--- src/rtl/mole_game_core.sv ---
// rtl/mole_game_core.sv - whack-a-mole game core: countdown, play timer, LFSR mole spawner, scoring
// Optional MOLE_MISS_PENALTY_EN: wrong whacks pulse miss_o and cost one point.
module mole_game_core #(
    parameter int          NUM_MOLES   = 16,
    parameter int          SCORE_W     = 14,
    parameter int          GAME_TICKS  = 600,
    parameter int          COUNT_TICKS = 30,
    parameter logic [15:0] LFSR_SEED   = 16'hACE1
) (
    input  logic                 clock_i,
    input  logic                 reset_i,
    input  logic                 tick_i,
    input  logic                 start_i,
    input  logic [1:0]           level_i,
    input  logic [NUM_MOLES-1:0] switches_i,
    output logic [NUM_MOLES-1:0] moles_o,
    output logic [SCORE_W-1:0]   score_o,
    output logic [15:0]          time_left_o,
    output logic [1:0]           state_o,
    output logic                 hit_o,
    output logic                 miss_o
);

    localparam int IDX_W = $clog2(NUM_MOLES);

    localparam logic [1:0] ST_IDLE      = 2'b00;
    localparam logic [1:0] ST_COUNTDOWN = 2'b01;
    localparam logic [1:0] ST_PLAY      = 2'b10;
    localparam logic [1:0] ST_DONE      = 2'b11;

    localparam logic [15:0]          COUNT_LOAD = 16'(COUNT_TICKS);
    localparam logic [15:0]          GAME_LOAD  = 16'(GAME_TICKS);
    localparam logic [SCORE_W-1:0]   SCORE_MAX  = '1;
    localparam logic [SCORE_W-1:0]   SCORE_ZERO = '0;
    localparam logic [SCORE_W-1:0]   SCORE_ONE  = SCORE_W'(1);
    localparam logic [NUM_MOLES-1:0] MOLE_ONE   = NUM_MOLES'(1);

    logic [1:0]           state_q;
    logic [1:0]           level_q;
    logic [15:0]          time_q;
    logic [SCORE_W-1:0]   score_q;
    logic [NUM_MOLES-1:0] moles_q;
    logic                 hit_q;
    logic                 miss_q;
    logic [15:0]          lfsr_q;
    logic [IDX_W-1:0]     prev_idx_q;
    logic [NUM_MOLES-1:0] sw_q;
    logic                 vis_q;
    logic [3:0]           life_q;

    logic [15:0]          lfsr_next;
    logic [NUM_MOLES-1:0] whack;
    logic                 active;
    logic                 hit_now;
    logic                 wrong_now;
    logic                 miss_now;
    logic [IDX_W-1:0]     raw_idx;
    logic [IDX_W-1:0]     spawn_idx;
    logic [3:0]           life_load;
    logic                 start_ok;
    logic [SCORE_W-1:0]   score_next;

    // Right-shifting Galois form; 0xB400 holds the taps 16,14,13,11.
    assign lfsr_next = {1'b0, lfsr_q[15:1]} ^ (lfsr_q[0] ? 16'hB400 : 16'h0000);

    // A whack is any edge on a switch, so players may flip either way.
    assign whack     = switches_i ^ sw_q;
    assign active    = (state_q == ST_PLAY) && vis_q;
    assign hit_now   = active && (|(whack & moles_q));
    assign wrong_now = active && (|(whack & ~moles_q));

`ifdef MOLE_MISS_PENALTY_EN
    assign miss_now = wrong_now && !hit_now;
`else
    assign miss_now = 1'b0;
`endif

    assign raw_idx   = lfsr_q[IDX_W-1:0];
    assign spawn_idx = (raw_idx == prev_idx_q) ? raw_idx + IDX_W'(1) : raw_idx;
    assign start_ok  = start_i && (level_i != 2'b00) &&
                       ((state_q == ST_IDLE) || (state_q == ST_DONE));

    always_comb begin
        life_load = 4'd10;
        case (level_q)
            2'b01:   life_load = 4'd10;
            2'b10:   life_load = 4'd5;
            2'b11:   life_load = 4'd2;
            default: life_load = 4'd10;
        endcase
    end

    always_comb begin
        score_next = score_q;
        if (hit_now) begin
            if (score_q != SCORE_MAX)
                score_next = score_q + SCORE_ONE;
        end else if (miss_now) begin
            if (score_q != SCORE_ZERO)
                score_next = score_q - SCORE_ONE;
        end
    end

    always_ff @(posedge clock_i) begin
        if (reset_i) begin
            state_q    <= ST_IDLE;
            level_q    <= 2'b00;
            time_q     <= 16'd0;
            score_q    <= '0;
            moles_q    <= '0;
            hit_q      <= 1'b0;
            miss_q     <= 1'b0;
            lfsr_q     <= LFSR_SEED;
            prev_idx_q <= '0;
            sw_q       <= switches_i;
            vis_q      <= 1'b0;
            life_q     <= 4'd0;
        end else begin
            lfsr_q <= lfsr_next;
            sw_q   <= switches_i;
            hit_q  <= hit_now;
            miss_q <= miss_now;
            case (state_q)
                ST_IDLE, ST_DONE: begin
                    if (start_ok) begin
                        state_q <= ST_COUNTDOWN;
                        level_q <= level_i;
                        score_q <= '0;
                        time_q  <= COUNT_LOAD;
                        moles_q <= '0;
                        vis_q   <= 1'b0;
                    end
                end
                ST_COUNTDOWN: begin
                    if (tick_i) begin
                        if (time_q <= 16'd1) begin
                            state_q <= ST_PLAY;
                            time_q  <= GAME_LOAD;
                        end else begin
                            time_q <= time_q - 16'd1;
                        end
                    end
                end
                ST_PLAY: begin
                    score_q <= score_next;
                    // Not visible means blank: the next tick spawns a fresh mole.
                    if (hit_now) begin
                        moles_q <= '0;
                        vis_q   <= 1'b0;
                    end else if (tick_i) begin
                        if (vis_q) begin
                            if (life_q <= 4'd1) begin
                                moles_q <= '0;
                                vis_q   <= 1'b0;
                            end else begin
                                life_q <= life_q - 4'd1;
                            end
                        end else begin
                            moles_q    <= MOLE_ONE << spawn_idx;
                            prev_idx_q <= spawn_idx;
                            vis_q      <= 1'b1;
                            life_q     <= life_load;
                        end
                    end
                    if (tick_i) begin
                        if (time_q <= 16'd1) begin
                            state_q <= ST_DONE;
                            time_q  <= 16'd0;
                            moles_q <= '0;
                            vis_q   <= 1'b0;
                        end else begin
                            time_q <= time_q - 16'd1;
                        end
                    end
                end
                default: state_q <= ST_IDLE;
            endcase
        end
    end

    assign moles_o     = moles_q;
    assign score_o     = score_q;
    assign time_left_o = time_q;
    assign state_o     = state_q;
    assign hit_o       = hit_q;
    assign miss_o      = miss_q;

endmodule
--- config.mk ---
export PLATFORM = sky130hd
export DESIGN_NAME = mole_game_core
export DESIGN_NICKNAME = d
export VERILOG_FILES = /design/src/rtl/mole_game_core.sv
export SDC_FILE = /design/constraint.sdc
export NUM_CORES = 1
export LEC_CHECK = 0
export ABC_AREA = 0
export BUFFER_PORTS_ARGS = -buffer_cell sky130_fd_sc_hd__buf_2
export CORE_MARGIN = 3
export CORE_UTILIZATION = 51
export DETAILED_ROUTE_END_ITERATION = 10
export PLACE_DENSITY = 0.76
export REMOVE_ABC_BUFFERS = 1
export SLEW_MARGIN = 0
export SYNTH_ARGS = -nofsm -noshare
export SYNTH_HDL_FRONTEND = slang
export SYNTH_SLANG_ARGS = --single-unit
--- constraint.sdc ---
create_clock -name clock_i -period 2.1 [get_ports clock_i]
set_input_delay 0.315 -clock clock_i [delete_from_list [all_inputs] [get_ports clock_i]]
set_output_delay 0.315 -clock clock_i [all_outputs]
set_load 0.005 [all_outputs]
# ---- Yosys cells after proc, flatten, opt, wreduce, memory -nomap -nowiden
# Index checks and enable logic that the tools add are counted.
dict set report totals {
  regBits 92
  inputBits 22
  out_inout_bits 50
  word_cells 92
}
dict set report classes {
  addsub 4
  magnitude_cmp 2
  n_eq_ne 15
  shift 1
  muxes 37
  bitwise_logic 5
  reduce_logical 17
}
# operator count
set ops {}
lappend ops {{2-to-1 mux 16 bit} 13}
lappend ops {{case mux 16 bit (3 select lines)} 1}
lappend ops {{2-to-1 mux 14 bit} 3}
lappend ops {{case mux 16 bit (2 select lines)} 1}
lappend ops {{case mux 14 bit (2 select lines)} 1}
lappend ops {{bitwise AND 16 bit} 1}
lappend ops {{<= comparator 16 x 1 -> 1 bit, second input constant} 1}
lappend ops {{OR reduction 16 bit} 1}
lappend ops {{<< shifter 1 x 4 -> 16 bit, first input constant} 1}
lappend ops {{subtractor 16 x 1 -> 16 bit, second input constant} 1}
lappend ops {{bitwise XOR 15 x 16 -> 16 bit} 1}
lappend ops {{bitwise XOR 16 bit} 1}
lappend ops {{adder 14 x 1 -> 14 bit, second input constant} 1}
lappend ops {{!= test 14 bit, second input constant} 1}
lappend ops {{2-to-1 mux 4 bit} 3}
lappend ops {{!= test 2 bit, second input constant} 6}
lappend ops {{AND reduction 4 bit} 3}
lappend ops {{2-to-1 mux 2 bit} 5}
lappend ops {{== test 2 bit, second input constant} 4}
lappend ops {{case mux 4 bit (2 select lines)} 1}
lappend ops {{2-to-1 mux 1 bit} 7}
lappend ops {{case mux 2 bit (3 select lines)} 1}
lappend ops {{AND reduction 5 bit} 1}
lappend ops {{adder 4 x 1 -> 4 bit, second input constant} 1}
lappend ops {{other kinds (14)} 21}

# ---- Logic depth before layout (Yosys ltp)
dict set report logic_depth {
  ltp_word 9
  mapped_depth 10
  mapped_depth_nobuf 8
}

# ---- Worst setup path after synthesis
# Ideal clock, no wire load.
dict set report synth_timing {
  path_type {register -> register}
  startpoint {reg state_q[0] (netlist: state_o[0])}
  endpoint {reg time_q[0] (netlist: time_left_o[0])}
  setup_time_ns 0.121
  t_arrival_ns 2.073
  required_time_ns 1.979
  slack_ns -0.094
  path_stages_with_launch 11
  path_buffers 2
  synth_period_minus_slack_ns 2.194
  cell_sequence {dfxtp_1 > inv_1 > ha_1 > buf_4 > o211ai_4 > and2_1 > nor2_1 > o21a_1 > or3_1 > clkbuf_1 > nor2_1}
}
dict set report synth_between {
  elab_chain_cells 5
  word_cells_on_any_way 12
  cone_classes {eq/ne: 6; mux: 1; reduce/logical: 5}
}
# item line
set synth_rtl {}
lappend synth_rtl {{start: declaration} 38} ;# logic [1:0] state_q;
lappend synth_rtl {{start signal: assignment} 106} ;# state_q <= ST_IDLE;
lappend synth_rtl {{start signal: assignment} 126} ;# state_q <= ST_COUNTDOWN;
lappend synth_rtl {{start signal: assignment} 137} ;# state_q <= ST_PLAY;
lappend synth_rtl {{== test 2 bit or zero test 2 bit (tied branches)} {81, 123}}
lappend synth_rtl {{logical OR 1 bit} 81} ;# ((state_q == ST_IDLE) || (state_q == ST_DONE));
lappend synth_rtl {{logical AND 1 bit} 80} ;# assign start_ok = start_i && (level_i != 2'b00) &&
lappend synth_rtl {{!= test 2 bit (no line)} --}
lappend synth_rtl {{AND reduction 3 bit (no line)} --}
lappend synth_rtl {{end signal: assignment} 140} ;# time_q <= time_q - 16'd1;
lappend synth_rtl {{end signal: assignment} 172} ;# time_q <= time_q - 16'd1;
lappend synth_rtl {{end: declaration} 40} ;# logic [15:0] time_q;
# Parallel ways exist; a longest one is shown, timed or not.
# A chain may end at the register's enable or synchronous reset.

# ---- Worst setup path after layout
dict set report layout_timing {
  startpoint {reg sw_q[4]}
  endpoint {reg life_q[2]}
}
dict set report layout_between {
  elab_chain_cells 6
}
# item line
set layout_rtl {}
lappend layout_rtl {{start: declaration} 47} ;# logic [NUM_MOLES-1:0] sw_q;
lappend layout_rtl {{start signal: assignment} 115} ;# sw_q <= switches_i;
lappend layout_rtl {{start signal: assignment} 120} ;# sw_q <= switches_i;
lappend layout_rtl {{bitwise XOR 16 bit} 67} ;# assign whack = switches_i ^ sw_q;
lappend layout_rtl {{bitwise AND 16 bit} 69} ;# assign hit_now = active && (|(whack & moles_q));
lappend layout_rtl {{OR reduction 16 bit} 69}
lappend layout_rtl {{logical AND 1 bit} 69}
lappend layout_rtl {{NOT 1 bit (no line)} --}
lappend layout_rtl {{AND reduction 4 bit (no line)} --}
lappend layout_rtl {{end signal: assignment} 156} ;# life_q <= life_q - 4'd1;
lappend layout_rtl {{end signal: assignment} 162} ;# life_q <= life_load;
lappend layout_rtl {{end: declaration} 49} ;# logic [3:0] life_q;
# No other way between the ends.

==> impl_metrics.env <==
export IMPL_path_class="reg2reg"
export IMPL_rows=33
export IMPL_worst_pin_slew_ns=0.658
export IMPL_ir_drop_uv=958
export IMPL_synth_top_area_cell="dfxtp_1"
export IMPL_wl_per_cell_um=14.6
export IMPL_syn_inst=489
export IMPL_wirelength_um=10300
export IMPL_cts_tree="built"
export IMPL_cts_reportedPaths_clkPinSlew_ns=0.10
export IMPL_critPathLaunch="sw_q[4]"
export IMPL_timing_rr_start="sw_q[4]"
export IMPL_final_max_slew_viol_count=0
export IMPL_power_leakage_nw=2.16
export IMPL_yosys_area_share_adder_pct=2.54
export IMPL_antenna_found_initial=0
export IMPL_slew_headroom_pct=56.1
export IMPL_synth_area_mux_share_pct=2.04
export IMPL_hold_start="switches_i[4]"
export IMPL_initial_core_util_pct=53.1
export IMPL_via_per_inst=5.55
export IMPL_overflow=0
export IMPL_n_antenna_cell=0
export IMPL_synth_top_family_by_area="simple AND/OR/NAND/NOR gates"
export IMPL_cts_made_buffers=9
export IMPL_die_width_um=99.2
export IMPL_maxCapViolations=0
export IMPL_ys_seq_area_share_pct=41.6
export IMPL_setup_ws_ns=-0.0621
export IMPL_fin_nets=630
export IMPL_dp_hpwl_um=7400
export IMPL_hp_class="in2reg"
export IMPL_setup_viol=3
export IMPL_synth_commonest_cells="dfxtp_1, nor2_1, nand2_1"
export IMPL_core_um2=8340
export IMPL_drtIter0Drc=197
export IMPL_ant_nets=0
export IMPL_fin_crit_ns=2.16
export IMPL_synth_edf_count=0
export IMPL_async_flop_share_pct=0
export IMPL_drive_above_1_share_pct=33.0
export IMPL_place_congestion=0.942
export IMPL_yosys_warnings=0
export IMPL_avgSynthCellArea_um2=9.05
export IMPL_finalHoldViolCount=0
export IMPL_clock_sinks=92
export IMPL_grt_total_usage_pct=20.3
export IMPL_drc=0
export IMPL_synth_main_ff_cell="dfxtp_1"
export IMPL_grt_max_degree=34
export IMPL_clk_latency_ns=0.37
export IMPL_cp_max_fo=4
export IMPL_synth_xor_area_share_pct=8.03
export IMPL_synth_area_leaders="dfxtp_1, nor2_1, xnor2_1"
export IMPL_grt_pass1_wl_um=16600
export IMPL_drt_pre_antenna_iters=4
export IMPL_required_ns=2.34
export IMPL_power_total_mw=6.49
export IMPL_dr_total_vias=3926
export IMPL_fin_crit_sh_pct=103
export IMPL_syn_area_um2=4430
export IMPL_design_die_area_um2=9830
export IMPL_rsz0062_at_grt="true"
export IMPL_ys_ff_latch=92
export IMPL_fill_cells=672
export IMPL_powerDensity_nw_per_um2=1170
export IMPL_cp_arrival_ns=2.40
export IMPL_synth_distinct_cells=68
export IMPL_max_freq_mhz=463
export IMPL_io_pins=72
export IMPL_violations="negative setup slack"
export IMPL_numPortBuffers=70
export IMPL_worst_hold_slack_ns=0.0632
export IMPL_end_kind="flip-flop"
export IMPL_cts_max_path_buffers=2
export IMPL_h_tree_depth=3
export IMPL_clock_skew_ns=0.0109
export IMPL_synth_compound_area_share_pct=19.0
export IMPL_synthSimpleGateAreaFrac_pct=21.5
export IMPL_synth_most_common_cell="dfxtp_1"
export IMPL_cts_root_buf="clkbuf_8"
export IMPL_final_core_util_pct=66.6
export IMPL_synth_top_cell_area_share_pct=41.6
export IMPL_status="finished, violations left"
export IMPL_syn2layout_area_growth_pct=25.6
export IMPL_crit_path_start_kind="flip-flop"
export IMPL_grt_pass1_vias=3605
export IMPL_die_height_um=99.2
==> flip-flops by register name, indices dropped and copies added, names as in the netlist <==
name         flops
hit_o            1
vis_q            1
state_o          2
life_q           4
lfsr_q          16
score_o         14
level_q          2
time_left_o     16
prev_idx_q       4
moles_o         16
sw_q            16
==> report_power, final <==
part	switching [mW]	internal [mW]	leakage, nW
Clock	0.655	0.558	0.0938
Sequential	0.189	1.95	0.756
Combinational	1.71	1.43	1.31
==> worst paths after layout <==
path / depth (start not counted) / to / slack [ns]
max reg2reg: 7 / life_q[2] / -0.06
min: 1 / sw_q[4] / 0.06
max: 7 / life_q[2] / -0.06
min reg2reg: 1 / lfsr_q[6] / 0.42
==> cell type report <==
class	count	area [µm²]	area share [%]
Clock buffer	9	124	2.23
Clock inverter	6	73.8	1.33
Inverter	27	101	1.82
Multi-Input combinational cell	348	2530	45.5
Sequential cell	92	1850	33.3
Tap cell	105	131	2.36
Timing Repair Buffer	121	748	13.5
==> cell families after synthesis <==
group	Yosys count
simple gates	179
compound gates	112
flops	92
buf+inv	50
xor+xnor	38
fa+ha+maj	9
mux	8
other cells	1
==> critical path, stage by stage (launching register included) <==
cell     delay (ns)
dfxtp_2        0.33
xor2_1         0.15
a22o_1         0.21
or4_4          0.55
buf_6          0.16
nor3_1         0.25
nor4b_2        0.30
nor4_2         0.07
==> per-stage QoR <==
| stage | area (µm²) | TNS (ns) | cells | worst slack, ns |
|---|---|---|---|---|
| after detailed placement | 5140 | -2.12 | 689 | -0.245 |
| after CTS | 5430 | -0.0219 | 708 | -0.0207 |
| final | 5560 | -0.102 | 708 | -0.0621 |
| after global placement | 5140 | -1.06 | 689 | -0.161 |
| after floorplan | 4300 | -2.01 | 466 | -0.134 |
| after global routing | 5560 | -0.869 | 708 | -0.166 |
==> cells in the final DEF (no fill, tap or decap), types with 10 or more instances in the layout <==
cell      Yosys  final
a211oi_1     17     15
a21oi_1      21     21
buf_2         2     70
buf_4         5     47
dfxtp_1      92     86
inv_1        27     26
nand2_1      37     37
nand2b_1     11     11
nand3_1      10     10
nor2_1       45     41
nor3_1       10     10
o21ai_0      12     11
xnor2_1      19     19
xor2_1       16     16
==> timing repair <==
action	4_1_cts	5_1_grt
hold buffers	0	0
pin swaps	11	12
endpoints found under the setup margin	29	47
gates resized for setup	13	31
gates cloned	1	0
buffers inserted	3	0
==> layer usage <==
layer	part of all wire, %	up-vias	track usage [%]
met5	0	-	0
met4	1.1	0	7.04
met3	4.5	10	2.88
met2	48	98	34.0
met1	46	1844	26.7
li1	-	1974	-
Power figures use the tool's default switching activity.
